**src/rtl/tensor_burst_sequencer_if.sv**
```systemverilog
// Command, write-beat and read-beat streams between the instruction decoder side
// and the tensor burst sequencer.
interface tensor_burst_sequencer_if #(
  parameter int DATA_WIDTH = 8,
  parameter int LANES      = 4
);
  logic                        cmd_valid_in;
  logic [1:0]                  cmd_op_in;
  logic                        cmd_ready_out;
  logic [LANES*DATA_WIDTH-1:0] wr_data_in;
  logic                        wr_valid_in;
  logic                        wr_ready_out;
  logic [LANES*DATA_WIDTH-1:0] rd_data_out;
  logic                        rd_valid_out;
  logic                        rd_ready_in;
  logic                        rd_last_out;

  modport master (
    output cmd_valid_in, cmd_op_in, wr_data_in, wr_valid_in, rd_ready_in,
    input  cmd_ready_out, wr_ready_out, rd_data_out, rd_valid_out, rd_last_out
  );

  modport slave (
    input  cmd_valid_in, cmd_op_in, wr_data_in, wr_valid_in, rd_ready_in,
    output cmd_ready_out, wr_ready_out, rd_data_out, rd_valid_out, rd_last_out
  );
endinterface

```
**src/rtl/tensor_burst_sequencer.sv**
```systemverilog
// Burst read/write sequencing of a full tensor operand set through the register
// file, plus the start / write-back interlock for the tensor core.
module tensor_burst_sequencer #(
  parameter int DATA_WIDTH      = 8,
  parameter int MATRIX_DIM      = 3,
  parameter int NUM_MATRICES    = 2,
  parameter int LANES           = 4,
  parameter int COMPUTE_LATENCY = 6,
  localparam int TOTAL = NUM_MATRICES * MATRIX_DIM * MATRIX_DIM,
  localparam int BEATS = (TOTAL + LANES - 1) / LANES,
  localparam int AW    = (TOTAL > 1) ? $clog2(TOTAL) : 1,
  localparam int WW    = LANES * DATA_WIDTH
) (
  input  logic                   clock_in,
  input  logic                   reset_in,
  input  logic                   abort_in,
  tensor_burst_sequencer_if.slave bus,
  output logic                   rf_write_enable_out,
  output logic [AW-1:0]          rf_write_base_address_out,
  output logic [LANES-1:0]       rf_write_lane_mask_out,
  output logic [WW-1:0]          rf_write_data_out,
  output logic [AW-1:0]          rf_read_base_address_out,
  input  logic [WW-1:0]          rf_read_data_in,
  output logic                   tc_start_out,
  output logic                   tc_writeback_out,
  output logic                   busy_out
);
  localparam int BCW = $clog2(BEATS + 1);
  localparam int TW  = $clog2(COMPUTE_LATENCY + 1);
  localparam logic [BCW-1:0] BEATS_C   = BCW'(BEATS);
  localparam logic [BCW-1:0] LAST_BEAT = BCW'(BEATS - 1);
  localparam logic [TW-1:0]  TIMER_END = TW'(COMPUTE_LATENCY);
  localparam logic [TW-1:0]  TIMER_WB  = TW'(COMPUTE_LATENCY - 1);

  typedef enum logic [1:0] {
    ST_IDLE    = 2'd0,
    ST_WRITE   = 2'd1,
    ST_READ    = 2'd2,
    ST_COMPUTE = 2'd3
  } state_t;

  state_t           state_r;
  state_t           state_nxt_s;
  logic [BCW-1:0]   beat_r;
  logic [TW-1:0]    timer_r;
  logic [WW-1:0]    rd_data_r;
  logic             rd_valid_r;
  logic             rd_last_r;
  logic             tc_start_r;
  logic             tc_writeback_r;
  logic             abort_s;
  logic             cmd_fire_s;
  logic             wr_fire_s;
  logic             rd_load_s;
  logic             rd_take_s;
  logic             last_beat_s;
  logic             wb_due_s;
  logic [AW-1:0]    base_addr_s;
  logic [LANES-1:0] lane_mask_s;

  // Lanes whose element index still lies inside the operand set.
  function automatic logic [LANES-1:0] beat_mask(input logic [BCW-1:0] beat);
    logic [LANES-1:0] m;
    m = {LANES{1'b0}};
    for (int i = 0; i < LANES; i++) begin
      m[i] = ((int'(beat) * LANES + i) < TOTAL);
    end
    return m;
  endfunction

  function automatic logic [WW-1:0] mask_data(input logic [WW-1:0] d, input logic [LANES-1:0] m);
    logic [WW-1:0] r;
    r = {WW{1'b0}};
    for (int i = 0; i < LANES; i++) begin
      r[i*DATA_WIDTH +: DATA_WIDTH] = m[i] ? d[i*DATA_WIDTH +: DATA_WIDTH] : {DATA_WIDTH{1'b0}};
    end
    return r;
  endfunction

  // An abort in IDLE is ignored so a command arriving with it is still taken.
  assign abort_s     = abort_in && (state_r != ST_IDLE);
  assign cmd_fire_s  = bus.cmd_valid_in && (state_r == ST_IDLE);
  assign wr_fire_s   = (state_r == ST_WRITE) && bus.wr_valid_in && !abort_in;
  assign rd_take_s   = rd_valid_r && bus.rd_ready_in;
  assign rd_load_s   = (state_r == ST_READ) && !abort_in && (beat_r < BEATS_C) &&
                       (!rd_valid_r || bus.rd_ready_in);
  assign last_beat_s = (beat_r == LAST_BEAT);
  assign wb_due_s    = (state_r == ST_COMPUTE) && (timer_r == TIMER_WB);
  assign base_addr_s = AW'(int'(beat_r) * LANES);
  assign lane_mask_s = beat_mask(beat_r);

  assign bus.cmd_ready_out = (state_r == ST_IDLE);
  assign bus.wr_ready_out  = (state_r == ST_WRITE);
  assign bus.rd_data_out   = rd_data_r;
  assign bus.rd_valid_out  = rd_valid_r;
  assign bus.rd_last_out   = rd_last_r;
  assign tc_start_out      = tc_start_r;
  assign tc_writeback_out  = tc_writeback_r;
  assign busy_out          = (state_r != ST_IDLE);

  // State register.
  always_ff @(posedge clock_in) begin
    if (reset_in) begin
      state_r <= ST_IDLE;
    end else begin
      state_r <= state_nxt_s;
    end
  end

  // Next-state decode.
  always_comb begin
    state_nxt_s = state_r;
    if (abort_s) begin
      state_nxt_s = ST_IDLE;
    end else begin
      case (state_r)
        ST_IDLE: begin
          if (cmd_fire_s) begin
            case (bus.cmd_op_in)
              2'b00:   state_nxt_s = ST_READ;
              2'b01:   state_nxt_s = ST_WRITE;
              2'b10:   state_nxt_s = ST_COMPUTE;
              default: state_nxt_s = ST_IDLE;
            endcase
          end else begin
            state_nxt_s = ST_IDLE;
          end
        end
        ST_WRITE:   state_nxt_s = (wr_fire_s && last_beat_s) ? ST_IDLE : ST_WRITE;
        ST_READ:    state_nxt_s = (rd_take_s && rd_last_r) ? ST_IDLE : ST_READ;
        ST_COMPUTE: state_nxt_s = (timer_r == TIMER_END) ? ST_IDLE : ST_COMPUTE;
        default:    state_nxt_s = ST_IDLE;
      endcase
    end
  end

  // Register-file write strobe follows the accepted write beat in the same cycle.
  always_comb begin
    rf_write_enable_out       = 1'b0;
    rf_write_base_address_out = {AW{1'b0}};
    rf_write_lane_mask_out    = {LANES{1'b0}};
    rf_write_data_out         = {WW{1'b0}};
    rf_read_base_address_out  = base_addr_s;
    if (wr_fire_s) begin
      rf_write_enable_out       = 1'b1;
      rf_write_base_address_out = base_addr_s;
      rf_write_lane_mask_out    = lane_mask_s;
      rf_write_data_out         = mask_data(bus.wr_data_in, lane_mask_s);
    end else begin
      rf_write_enable_out       = 1'b0;
    end
  end

  // Beat counter, compute timer and registered stream/strobe outputs.
  always_ff @(posedge clock_in) begin
    if (reset_in || abort_s) begin
      beat_r         <= {BCW{1'b0}};
      timer_r        <= {TW{1'b0}};
      rd_data_r      <= {WW{1'b0}};
      rd_valid_r     <= 1'b0;
      rd_last_r      <= 1'b0;
      tc_start_r     <= 1'b0;
      tc_writeback_r <= 1'b0;
    end else begin
      tc_start_r     <= cmd_fire_s && (bus.cmd_op_in == 2'b10);
      tc_writeback_r <= wb_due_s;
      case (state_r)
        ST_WRITE: begin
          if (wr_fire_s) begin
            beat_r <= last_beat_s ? {BCW{1'b0}} : beat_r + BCW'(1);
          end else begin
            beat_r <= beat_r;
          end
        end
        ST_READ: begin
          if (rd_load_s) begin
            rd_data_r  <= mask_data(rf_read_data_in, lane_mask_s);
            rd_valid_r <= 1'b1;
            rd_last_r  <= last_beat_s;
            beat_r     <= beat_r + BCW'(1);
          end else if (rd_take_s) begin
            rd_valid_r <= 1'b0;
            rd_last_r  <= 1'b0;
            beat_r     <= rd_last_r ? {BCW{1'b0}} : beat_r;
          end else begin
            rd_valid_r <= rd_valid_r;
          end
        end
        ST_COMPUTE: begin
          timer_r <= (timer_r == TIMER_END) ? {TW{1'b0}} : timer_r + TW'(1);
        end
        default: begin
          beat_r  <= {BCW{1'b0}};
          timer_r <= {TW{1'b0}};
        end
      endcase
    end
  end
endmodule

```
**src/flat_wrapper.sv**
```systemverilog
// flat-port wrapper written by rule: the top's interface ports become plain ports
module tensor_burst_sequencer_flat 
#(
  parameter int DATA_WIDTH      = 8,
  parameter int MATRIX_DIM      = 3,
  parameter int NUM_MATRICES    = 2,
  parameter int LANES           = 4,
  parameter int COMPUTE_LATENCY = 6,
  localparam int TOTAL = NUM_MATRICES * MATRIX_DIM * MATRIX_DIM,
  localparam int BEATS = (TOTAL + LANES - 1) / LANES,
  localparam int AW    = (TOTAL > 1) ? $clog2(TOTAL) : 1,
  localparam int WW    = LANES * DATA_WIDTH
)
  (clock_in, reset_in, abort_in, rf_write_enable_out, rf_write_base_address_out, rf_write_lane_mask_out, rf_write_data_out, rf_read_base_address_out, rf_read_data_in, tc_start_out, tc_writeback_out, busy_out, bus_cmd_valid_in, bus_cmd_op_in, bus_wr_data_in, bus_wr_valid_in, bus_rd_ready_in, bus_cmd_ready_out, bus_wr_ready_out, bus_rd_data_out, bus_rd_valid_out, bus_rd_last_out);
  tensor_burst_sequencer_if #(.DATA_WIDTH(DATA_WIDTH), .LANES(LANES)) bus_i ();
  input  logic clock_in;
  input  logic reset_in;
  input  logic abort_in;
  output logic rf_write_enable_out;
  output logic [AW-1:0] rf_write_base_address_out;
  output logic [LANES-1:0] rf_write_lane_mask_out;
  output logic [WW-1:0] rf_write_data_out;
  output logic [AW-1:0] rf_read_base_address_out;
  input  logic [WW-1:0] rf_read_data_in;
  output logic tc_start_out;
  output logic tc_writeback_out;
  output logic busy_out;
  input wire logic [$bits(bus_i.cmd_valid_in)-1:0] bus_cmd_valid_in;
  input wire logic [$bits(bus_i.cmd_op_in)-1:0] bus_cmd_op_in;
  input wire logic [$bits(bus_i.wr_data_in)-1:0] bus_wr_data_in;
  input wire logic [$bits(bus_i.wr_valid_in)-1:0] bus_wr_valid_in;
  input wire logic [$bits(bus_i.rd_ready_in)-1:0] bus_rd_ready_in;
  output wire logic [$bits(bus_i.cmd_ready_out)-1:0] bus_cmd_ready_out;
  output wire logic [$bits(bus_i.wr_ready_out)-1:0] bus_wr_ready_out;
  output wire logic [$bits(bus_i.rd_data_out)-1:0] bus_rd_data_out;
  output wire logic [$bits(bus_i.rd_valid_out)-1:0] bus_rd_valid_out;
  output wire logic [$bits(bus_i.rd_last_out)-1:0] bus_rd_last_out;
  assign bus_i.cmd_valid_in = bus_cmd_valid_in;
  assign bus_i.cmd_op_in = bus_cmd_op_in;
  assign bus_i.wr_data_in = bus_wr_data_in;
  assign bus_i.wr_valid_in = bus_wr_valid_in;
  assign bus_i.rd_ready_in = bus_rd_ready_in;
  assign bus_cmd_ready_out = bus_i.cmd_ready_out;
  assign bus_wr_ready_out = bus_i.wr_ready_out;
  assign bus_rd_data_out = bus_i.rd_data_out;
  assign bus_rd_valid_out = bus_i.rd_valid_out;
  assign bus_rd_last_out = bus_i.rd_last_out;
  tensor_burst_sequencer #(.DATA_WIDTH(DATA_WIDTH), .MATRIX_DIM(MATRIX_DIM), .NUM_MATRICES(NUM_MATRICES), .LANES(LANES), .COMPUTE_LATENCY(COMPUTE_LATENCY)) u_core (.clock_in(clock_in), .reset_in(reset_in), .abort_in(abort_in), .bus(bus_i), .rf_write_enable_out(rf_write_enable_out), .rf_write_base_address_out(rf_write_base_address_out), .rf_write_lane_mask_out(rf_write_lane_mask_out), .rf_write_data_out(rf_write_data_out), .rf_read_base_address_out(rf_read_base_address_out), .rf_read_data_in(rf_read_data_in), .tc_start_out(tc_start_out), .tc_writeback_out(tc_writeback_out), .busy_out(busy_out));
endmodule
```
**config.mk**
```make
export PLATFORM = sky130hd
export DESIGN_NAME = tensor_burst_sequencer_flat
export DESIGN_NICKNAME = d
export VERILOG_FILES = /design/src/rtl/tensor_burst_sequencer_if.sv /design/src/rtl/tensor_burst_sequencer.sv /design/src/flat_wrapper.sv
export SDC_FILE = /design/constraint.sdc
export NUM_CORES = 1
export LEC_CHECK = 0
export BUFFER_PORTS_ARGS = -buffer_cell sky130_fd_sc_hd__buf_4
export CAP_MARGIN = 25
export CORE_ASPECT_RATIO = 1.2
export CORE_MARGIN = 2
export CORE_UTILIZATION = 44
export CTS_CLUSTER_DIAMETER = 60
export DETAILED_ROUTE_END_ITERATION = 8
export GPL_TIMING_DRIVEN = 0
export PLACE_DENSITY = 0.86
export SYNTH_ARGS = -nofsm -noshare
export SYNTH_HDL_FRONTEND = slang
export SYNTH_SLANG_ARGS = --single-unit
```
**constraint.sdc**
```tcl
create_clock -name clock_in -period 2.59 [get_ports clock_in]
set_clock_uncertainty 0.15 [all_clocks]
set_input_delay 0.1295 -clock clock_in [delete_from_list [all_inputs] [get_ports clock_in]]
set_output_delay 0.1295 -clock clock_in [all_outputs]
set_load 0.1 [all_outputs]
```
==> impl_metrics.py, run 1 <==
metrics = {
    "critical_path": {
        "cp-start-kind": "flop",
        "crit_fanout": 10,
        "critPathCapture": "rf_write_data_out[9]",
        "timing.rr.start": "u_core.state_r[0]",
        "critPathLaunch": "u_core.state_r[1]",
        "critical_path_class": "reg -> out",
        "crit_required_ns": 2.31,
        "crit_arrival_ns": 2.17,
        "rrSetupSlack_ns": 0.53,
        "endpoint_kind": "output pin",
        "r2r_end": "u_core.bus.rd_data_out[5]",
        "rr_worst_depth": 7,
    },
    "clock_network": {
        "cts_tree": "built",
        "cts_sinks": 44,
        "numCtsBuffers": 5,
        "max-clock-path-buffers": 2,
        "cts_setup_buffers": 0,
        "htree_levels": 2,
        "clockRootBuffer": "clkbuf_8",
        "cts_resized": 0,
        "clkTransAtPathRegs_ns": 0.09,
        "insertion_delay_ns": 0.30,
        "ctsHoldBuffers": 34,
    },
    "routing": {
        "drtAntennaViolNets": 0,
        "vias_per_cell": 5.368,
        "wl_per_cell_um": 17.23,
        "drt-total-wl_um": 8943,
        "drt_iter0_drc": 98,
        "remaining_drc_errors": 0,
        "dr.pass1.iters": 4,
        "vias": 2786,
    },
    "global_route": {
        "overflow": 0,
        "grt_pass1_vias": 2831,
        "grt_max_degree": 14,
        "grt_pass1_wl_um": 13170,
        "antenna_found_initial": 0,
        "grt.total_usage": 0.3199,
    },
    "yosys": {
        "synth_ff_type": "dfxtp_1",
        "synth.area.top_cells": "dfxtp_1, nand2_1, a21oi_1, a22oi_1, and2_1",
        "synth_top_cell_by_area": "dfxtp_1",
        "synthCells": 263,
        "async_reset_ff_frac": 0,
        "synth.avg_cell_area_um2": 8.235,
        "synth.ff_latch_count": 44,
        "synth_top_area_share": 0.4067,
        "ys_seq_area_frac": 0.4067,
        "synthesis.area_mm2": 0.002166,
        "ys_types": 38,
        "synth-edff-count": 0,
        "yosys_warnings": 0,
    },
    "sta": {
        "rsz0062_at_grt": "no",
        "tightest_slew_ns": 0.5334,
        "fin_crit_sh": 0.9439,
        "slew_violations": 0,
        "fin_setup_tns_ns": 0,
        "period_minus_slack_ns": 2.445,
        "setup_slack_ns": 0.1453,
        "holdWs_ns": 0.07949,
        "fmax_mhz": 409.0,
        "maxSlewHeadroom": 0.6444,
        "hold_viol": 0,
        "setup_viol": 0,
    },
    "placement": {
        "dp_hpwl_um": 5687,
        "portBuffers": 153,
        "place_ws_ns": 0.4846,
        "place.gp.congestion": 0.7931,
        "placedCellCount": 477,
    },
    "job": {
        "cap_violations": 0,
    },
    "floorplan": {
        "die_y_um": 80.86,
        "pin_count": 158,
        "core_mm2": 0.004662,
        "placementRows": 27,
        "die_w_um": 68.05,
        "start_util": 0.4646,
        "die_area_mm2": 0.005502,
    },
    "pwr": {
        "p_per_area_mw_per_mm2": 512.7,
        "irDropWorstVdd_mv": 0.4927,
        "leakage_nw": 1.903,
    },
    "cells_and_area": {
        "drive_gt1_frac": 0.4490,
        "layout_commonest_cell": "buf_4",
        "area_growth_pct": 81.17,
        "instances_no_fill": 519,
        "final_cell_mix": "buf_4, dfxtp_1, nand2_1, dlygate4sd3_1, a21oi_1",
        "n_antenna_cell": 0,
        "layout.nets": 541,
    },
    "status": {
        "outcome": "finished clean",
    },
    "min_path": {
        "hold_class": "in -> reg",
    },
}
how the worst min path moves through the flow:
stage | startpoint | endpoint | slack (ns) | cells after the start
detailed placement | rf_read_data_in[31] | u_core.bus.rd_data_out[31] | 0.23 | 3
global placement | rf_read_data_in[17] | u_core.bus.rd_data_out[17] | 0.21 | 3
global route | bus_rd_ready_in | u_core.bus.rd_valid_out | 0.09 | 4
floorplan | rf_read_data_in[7] | u_core.bus.rd_data_out[7] | 0.12 | 2
CTS | bus_rd_ready_in | u_core.bus.rd_valid_out | 0.05 | 4
finish | bus_rd_ready_in | u_core.bus.rd_valid_out | 0.08 | 4
worst max-delay path, stage by stage, from the launching register on:
cell and delay [ns]:
dfxtp_1 0.34, inv_1 0.12, ha_4 0.16, inv_1 0.03
or2_2 0.35, inv_1 0.09, clkbuf_1 0.26, and3_1 0.21
buf_4 0.29
layout make-up:
class	instances	area (um^2)
clock inverter	1	30.03
buffer	23	142.6
inverter	10	37.54
tap	58	72.57
multi-input combinational	189	1175
timing repair buffer	187	1489
sequential	44	880.8
fill	276	738.2
clock buffer	7	96.34
stage by stage:
step / cell area [um^2] / utilization / power (W)
CTS: 3924 / 0.8417 / 0.001987
detailed placement: 3457 / 0.7415 / 0.001378
global route: 3924 / 0.8417 / 0.002061
global placement: 3457 / 0.7415 / 0.001369
finish: 3924 / 0.8417 / 0.002012
floorplan: 2236 / - / 0.001197
state kept, by name, indices dropped and copies added (netlist names):
name / count
u_core.tc_start_out: 1
u_core.bus.rd_valid_out: 1
u_core.bus.rd_last_out: 1
u_core.timer_r: 3
u_core.beat_r: 3
u_core.tc_writeback_out: 1
u_core.state_r: 2
u_core.bus.rd_data_out: 32
power by group:
group | internal (W) | switching (W)
registers | 0.000703 | 0.0000213
logic | 0.000221 | 0.000480
clock network | 0.000341 | 0.000247
kinds of logic (layout without fill, tap and decap cells):
kind of cell / count (synthesis) / in the layout / synth area share
other: 1 / 4 / 0.001731
buffers and inverters: 33 / 228 / 0.08203
AO/OA/AOI/OAI: 54 / 54 / 0.1531
AND/OR/NAND/NOR: 122 / 122 / 0.3045
flip-flops: 44 / 44 / 0.4067
adder cells (fa/ha/maj): 9 / 9 / 0.05199
synth_stat cells (2+ instances only):
library cell / n
nand2_1: 34
buf_6: 3
and4b_1: 2
a31oi_1: 3
dfxtp_1: 44
o21ai_0: 5
a21oi_1: 24
ha_1: 9
a22oi_1: 16
buf_4: 6
nand3_1: 13
and3_1: 17
inv_1: 10
nand2b_4: 2
clkbuf_1: 7
buf_2: 6
nor2_1: 23
and2_1: 19
metal layers:
layer,vias to the layer above,global-route usage,routed length [um]
met5,-,0,0
met4,0,0.1260,251
met3,28,0.1399,1192
met2,185,0.5961,4610
met1,1302,0.2968,2889
li1,1271,-,-
Note: power is estimated with default switching activity, not from simulation.
==> run 2: changes to the inputs <==
REMOVE_ABC_BUFFERS = 1   (was default)
SETUP_SLACK_MARGIN = 0.2   (was default)
==> impl_metrics.py, run 2 (synthesis results as in run 1) <==
metrics = {
    "status": {
        "outcome": "finished clean",
    },
    "floorplan": {
        "die_w_um": 68.05,
        "placementRows": 27,
        "pin_count": 158,
        "die_area_mm2": 0.005502,
        "core_mm2": 0.004662,
        "start_util": 0.4646,
        "die_y_um": 80.86,
    },
    "pwr": {
        "irDropWorstVdd_mv": 0.4551,
        "p_per_area_mw_per_mm2": 498.0,
        "leakage_nw": 1.850,
        "fin_total_pwr_w": 0.001964,
    },
    "global_route": {
        "grt_pass1_vias": 2398,
        "grt_pass1_wl_um": 11030,
        "overflow": 0,
        "grt_max_degree": 37,
        "antenna_found_initial": 0,
        "grt.total_usage": 0.2641,
    },
    "clock_network": {
        "max-clock-path-buffers": 2,
        "clockRootBuffer": "clkbuf_8",
        "numCtsBuffers": 5,
        "htree_levels": 2,
        "cts_sinks": 44,
        "insertion_delay_ns": 0.30,
        "cts_tree": "built",
        "clkTransAtPathRegs_ns": 0.09,
    },
    "sta": {
        "rsz0062_at_grt": "yes",
        "tightest_slew_ns": 0.7034,
        "slew_violations": 0,
        "period_minus_slack_ns": 2.430,
        "maxSlewHeadroom": 0.5311,
        "setup_viol": 0,
        "fmax_mhz": 411.5,
        "hold_viol": 0,
        "fin_crit_sh": 0.9383,
    },
    "cells_and_area": {
        "largest_reg_flops": 32,
        "layout_commonest_cell": "buf_4",
        "final_cell_mix": "buf_4, dfxtp_1, nand2_1, dlygate4sd3_1, a21oi_1",
        "drive_gt1_frac": 0.3995,
        "n_antenna_cell": 0,
        "area_growth_pct": 82.09,
        "fill_cells": 262,
        "final_core_util": 0.8459,
        "layout.nets": 523,
    },
    "critical_path": {
        "crit_arrival_ns": 2.15,
        "crit_chain": "ha_4, inv_1, or2_2, clkinvlp_4, and3_1, buf_4",
        "crit_fanout": 20,
        "cp-start-kind": "flop",
        "rrSetupSlack_ns": 0.34,
        "critical_path_class": "reg -> out",
        "slowest_stage": "dfxtp_1",
        "endpoint_kind": "output pin",
        "slowest_delay_ns": 0.46,
        "crit_required_ns": 2.31,
    },
    "placement": {
        "dp_hpwl_um": 5080,
        "portBuffers": 153,
        "place.gp.congestion": 0.7701,
    },
    "min_path": {
        "hold_class": "in -> reg",
    },
    "routing": {
        "vias_per_cell": 5.325,
        "wl_per_cell_um": 17.50,
        "drt_iter0_drc": 166,
        "drtAntennaViolNets": 0,
        "remaining_drc_errors": 0,
        "vias": 2668,
        "dr.pass1.iters": 4,
        "drt-total-wl_um": 8769,
    },
    "job": {
        "cap_violations": 0,
    },
}
run 2: cell types whose count changed in the layout (fill, tap and decap cells not counted), moves of 5 or more:
cell      before  now
buf_4        160  132
buf_6          3   18
and2_1         7   19
and2_4         8    0
buf_12         0    7
clkbuf_1       7    0
and3_1        11   17
and3_2         5    0
buf_2          5    0
run 2: worst paths after layout:
path,startpoint,to,cells after the start
max,u_core.state_r[0],rf_write_data_out[6],6
max reg2reg,u_core.beat_r[0],u_core.beat_r[2],5
min reg2reg,u_core.bus.rd_data_out[6],u_core.bus.rd_data_out[6],2
min,bus_rd_ready_in,u_core.bus.rd_valid_out,4
run 2: routing by layer:
| metal | track usage | share of wire | wire length (um) | vias to the layer above |
|---|---|---|---|---|
| li1 | - | - | - | 1239 |
| met3 | 0.07756 | 0.099 | 864 | 33 |
| met5 | 0 | 0 | 0 | - |
| met1 | 0.2634 | 0.33 | 2914 | 1227 |
| met2 | 0.4893 | 0.52 | 4579 | 169 |
| met4 | 0.1220 | 0.047 | 410 | 0 |
run 2: power breakdown:
part	leakage (nW)	total, W	internal (W)	switching [W]
combinational	1.44	0.000691	0.000219	0.000472
sequential	0.356	0.000722	0.000703	0.0000195
clock	0.0548	0.000551	0.000291	0.000260
total	1.85	0.00196	0.00121	0.000752
run 2: worst max-delay path, delay by kind of cell (launching register included):
kind	cells	cell delay (ns)
adders and majority gates	1	0.20
and+or+nand+nor	2	0.59
buffers and inverters	3	0.60
DFF	1	0.46
run 2: final cells by class:
cell class,count,area [um^2],share of cell area
sequential,44,880.8,0.2234
clock inverter,3,46.29,0.01174
clock buffer,5,68.82,0.01745
inverter,10,41.29,0.01047
timing repair buffer,192,1702,0.4315
tap,58,72.57,0.01840
multi-input combinational,189,1132,0.2871
run 2: metrics by stage:
step | hold WS [ns] | setup TNS [ns] | instances | instance area, um^2 | setup WS [ns]
after detailed placement | 0.2264 | 0 | 455 | 3286 | 0.3979
after floorplan | 0.1155 | -61.71 | 243 | 2037 | -1.225
final | 0.03335 | 0 | 501 | 3944 | 0.1597
after CTS | 0.02942 | 0 | 497 | 3745 | 0.2265
after global placement | 0.2131 | 0 | 454 | 3258 | 0.3304
after global routing | 0.08143 | 0 | 501 | 3944 | 0.1078
run 2: what timing repair did:
item | in CTS | in global routing
setup buffers | 0 | 4
pin swaps | 0 | 2
resized for setup | 1 | 43
hold endpoints to repair | 35 | 0
endpoints found under the setup margin | 19 | 39
hold buffers | 34 | 0
==> run 3: changes to the inputs <==
==> constraint.sdc (replaced) <==
create_clock -name clock_in -period 2.59 [get_ports clock_in]
set_clock_uncertainty 0.15 [all_clocks]
set_input_delay 0.3885 -clock clock_in [delete_from_list [all_inputs] [get_ports clock_in]]
set_output_delay 0.3885 -clock clock_in [all_outputs]
set_load 0.1 [all_outputs]
==> impl_metrics.py, run 3 (synthesis results as in run 1) <==
metrics = {
    "placement": {
        "placed_area_mm2": 0.003286,
        "place.gp.congestion": 0.7701,
        "portBuffers": 153,
        "dp_hpwl_um": 5080,
    },
    "floorplan": {
        "pin_count": 158,
        "die_y_um": 80.86,
        "die_area_mm2": 0.005502,
        "core_mm2": 0.004662,
        "start_util": 0.4646,
        "die_w_um": 68.05,
        "placementRows": 27,
    },
    "cells_and_area": {
        "area_growth_pct": 88.39,
        "n_antenna_cell": 0,
        "largest_reg_flops": 32,
        "final_cell_mix": "buf_4, dfxtp_1, nand2_1, buf_12, a21oi_1",
        "layout.nets": 502,
        "drive_gt1_frac": 0.5166,
        "stdcell_area_mm2": 0.004080,
        "layout_commonest_cell": "buf_4",
        "final_core_util": 0.8752,
    },
    "clock_network": {
        "cts_sinks": 44,
        "max-clock-path-buffers": 2,
        "ctsHoldBuffers": 0,
        "clkTransAtPathRegs_ns": 0.09,
        "cts_tree": "built",
        "htree_levels": 2,
        "clockRootBuffer": "clkbuf_8",
        "insertion_delay_ns": 0.30,
        "numCtsBuffers": 5,
    },
    "critical_path": {
        "crit_arrival_ns": 2.58,
        "crit_required_ns": 2.63,
        "critical_path_class": "reg -> reg",
        "cp-start-kind": "flop",
        "crit_fanout": 18,
        "endpoint_kind": "flop",
    },
    "global_route": {
        "antenna_found_initial": 0,
        "grt.total_usage": 0.3188,
        "grt_pass1_wl_um": 13030,
        "grt_pass1_vias": 2547,
        "grt_max_degree": 37,
        "overflow": 0,
    },
    "routing": {
        "drtAntennaViolNets": 0,
        "vias": 2884,
        "drt-total-wl_um": 11210,
        "remaining_drc_errors": 0,
        "vias_per_cell": 6.008,
        "drt_iter0_drc": 268,
        "dr.pass1.iters": 6,
        "wl_per_cell_um": 23.36,
    },
    "sta": {
        "tightest_slew_ns": 0.6773,
        "setup_viol": 0,
        "hold_viol": 0,
        "fmax_mhz": 395.0,
        "maxSlewHeadroom": 0.5484,
        "rsz0062_at_grt": "yes",
        "slew_violations": 0,
        "holdWs_ns": 0.1716,
        "period_minus_slack_ns": 2.531,
        "fin_crit_sh": 0.9774,
    },
    "pwr": {
        "leakage_nw": 1.823,
        "irDropWorstVdd_mv": 0.5010,
        "fin_total_pwr_w": 0.001980,
        "p_per_area_mw_per_mm2": 485.2,
    },
    "status": {
        "outcome": "finished clean",
    },
    "job": {
        "cap_violations": 0,
    },
    "min_path": {
        "hold_class": "in -> reg",
    },
}
==> run 3: final timing paths <==
path | startpoint | end | slack [ns] | cells after the start
worst max-delay path | u_core.beat_r[1] | u_core.beat_r[2] | 0.06 | 5
worst min-delay path | rf_read_data_in[31] | u_core.bus.rd_data_out[31] | 0.17 | 3
worst max register to register | u_core.beat_r[1] | u_core.beat_r[2] | 0.06 | 5
worst min register to register | u_core.bus.rd_data_out[0] | u_core.bus.rd_data_out[0] | 0.31 | 2
==> run 3: area by class of cell <==
class                      count  area [um^2]
tap                           58        72.57
timing repair inverter         2        15.01
sequential                    44        885.9
fill                         217        581.8
clock buffer                   5        68.82
timing repair buffer         164         1678
clock inverter                 3        46.29
inverter                      10        41.29
multi-input combinational    194         1272
==> run 3: worst max-delay path, stage by stage, from the launching register on <==
cell and delay [ns]:
dfxtp_1 0.38, o21ai_2 0.56, and4b_2 0.63, o21a_1 0.25, nand4b_1 0.16, a31oi_1 0.30
==> run 3: layer usage <==
layer	global-route usage	share of wire	vias to the layer above
li1	-	-	1207
met1	0.3322	0.34	1361
met2	0.5883	0.47	245
met3	0.08864	0.12	69
met4	0.1260	0.069	2
met5	0	0.0022	-
==> run 3: what timing repair did <==
action                     4_1_cts  5_1_grt
pin swaps                        2        5
setup endpoints to repair       38       42
resized for setup              110       33
gates cloned                     4        3
setup buffers                    0       10
==> run 3: where the power goes <==
| group | internal, W | total (W) | switching (W) | leakage, nW |
|---|---|---|---|---|
| Combinational | 0.000214 | 0.000710 | 0.000496 | 1.41 |
| Sequential | 0.000704 | 0.000724 | 0.0000208 | 0.358 |
| Clock | 0.000291 | 0.000545 | 0.000254 | 0.0548 |
==> run 3: stage by stage <==
stage	cells	setup WS (ns)	TNS (ns)
after floorplan	243	-1.484	-72.07
after global placement	454	0.2032	0
after detailed placement	455	0.1747	0
after CTS	467	0.1678	0
after global routing	480	0.01192	0
final	480	0.05855	0
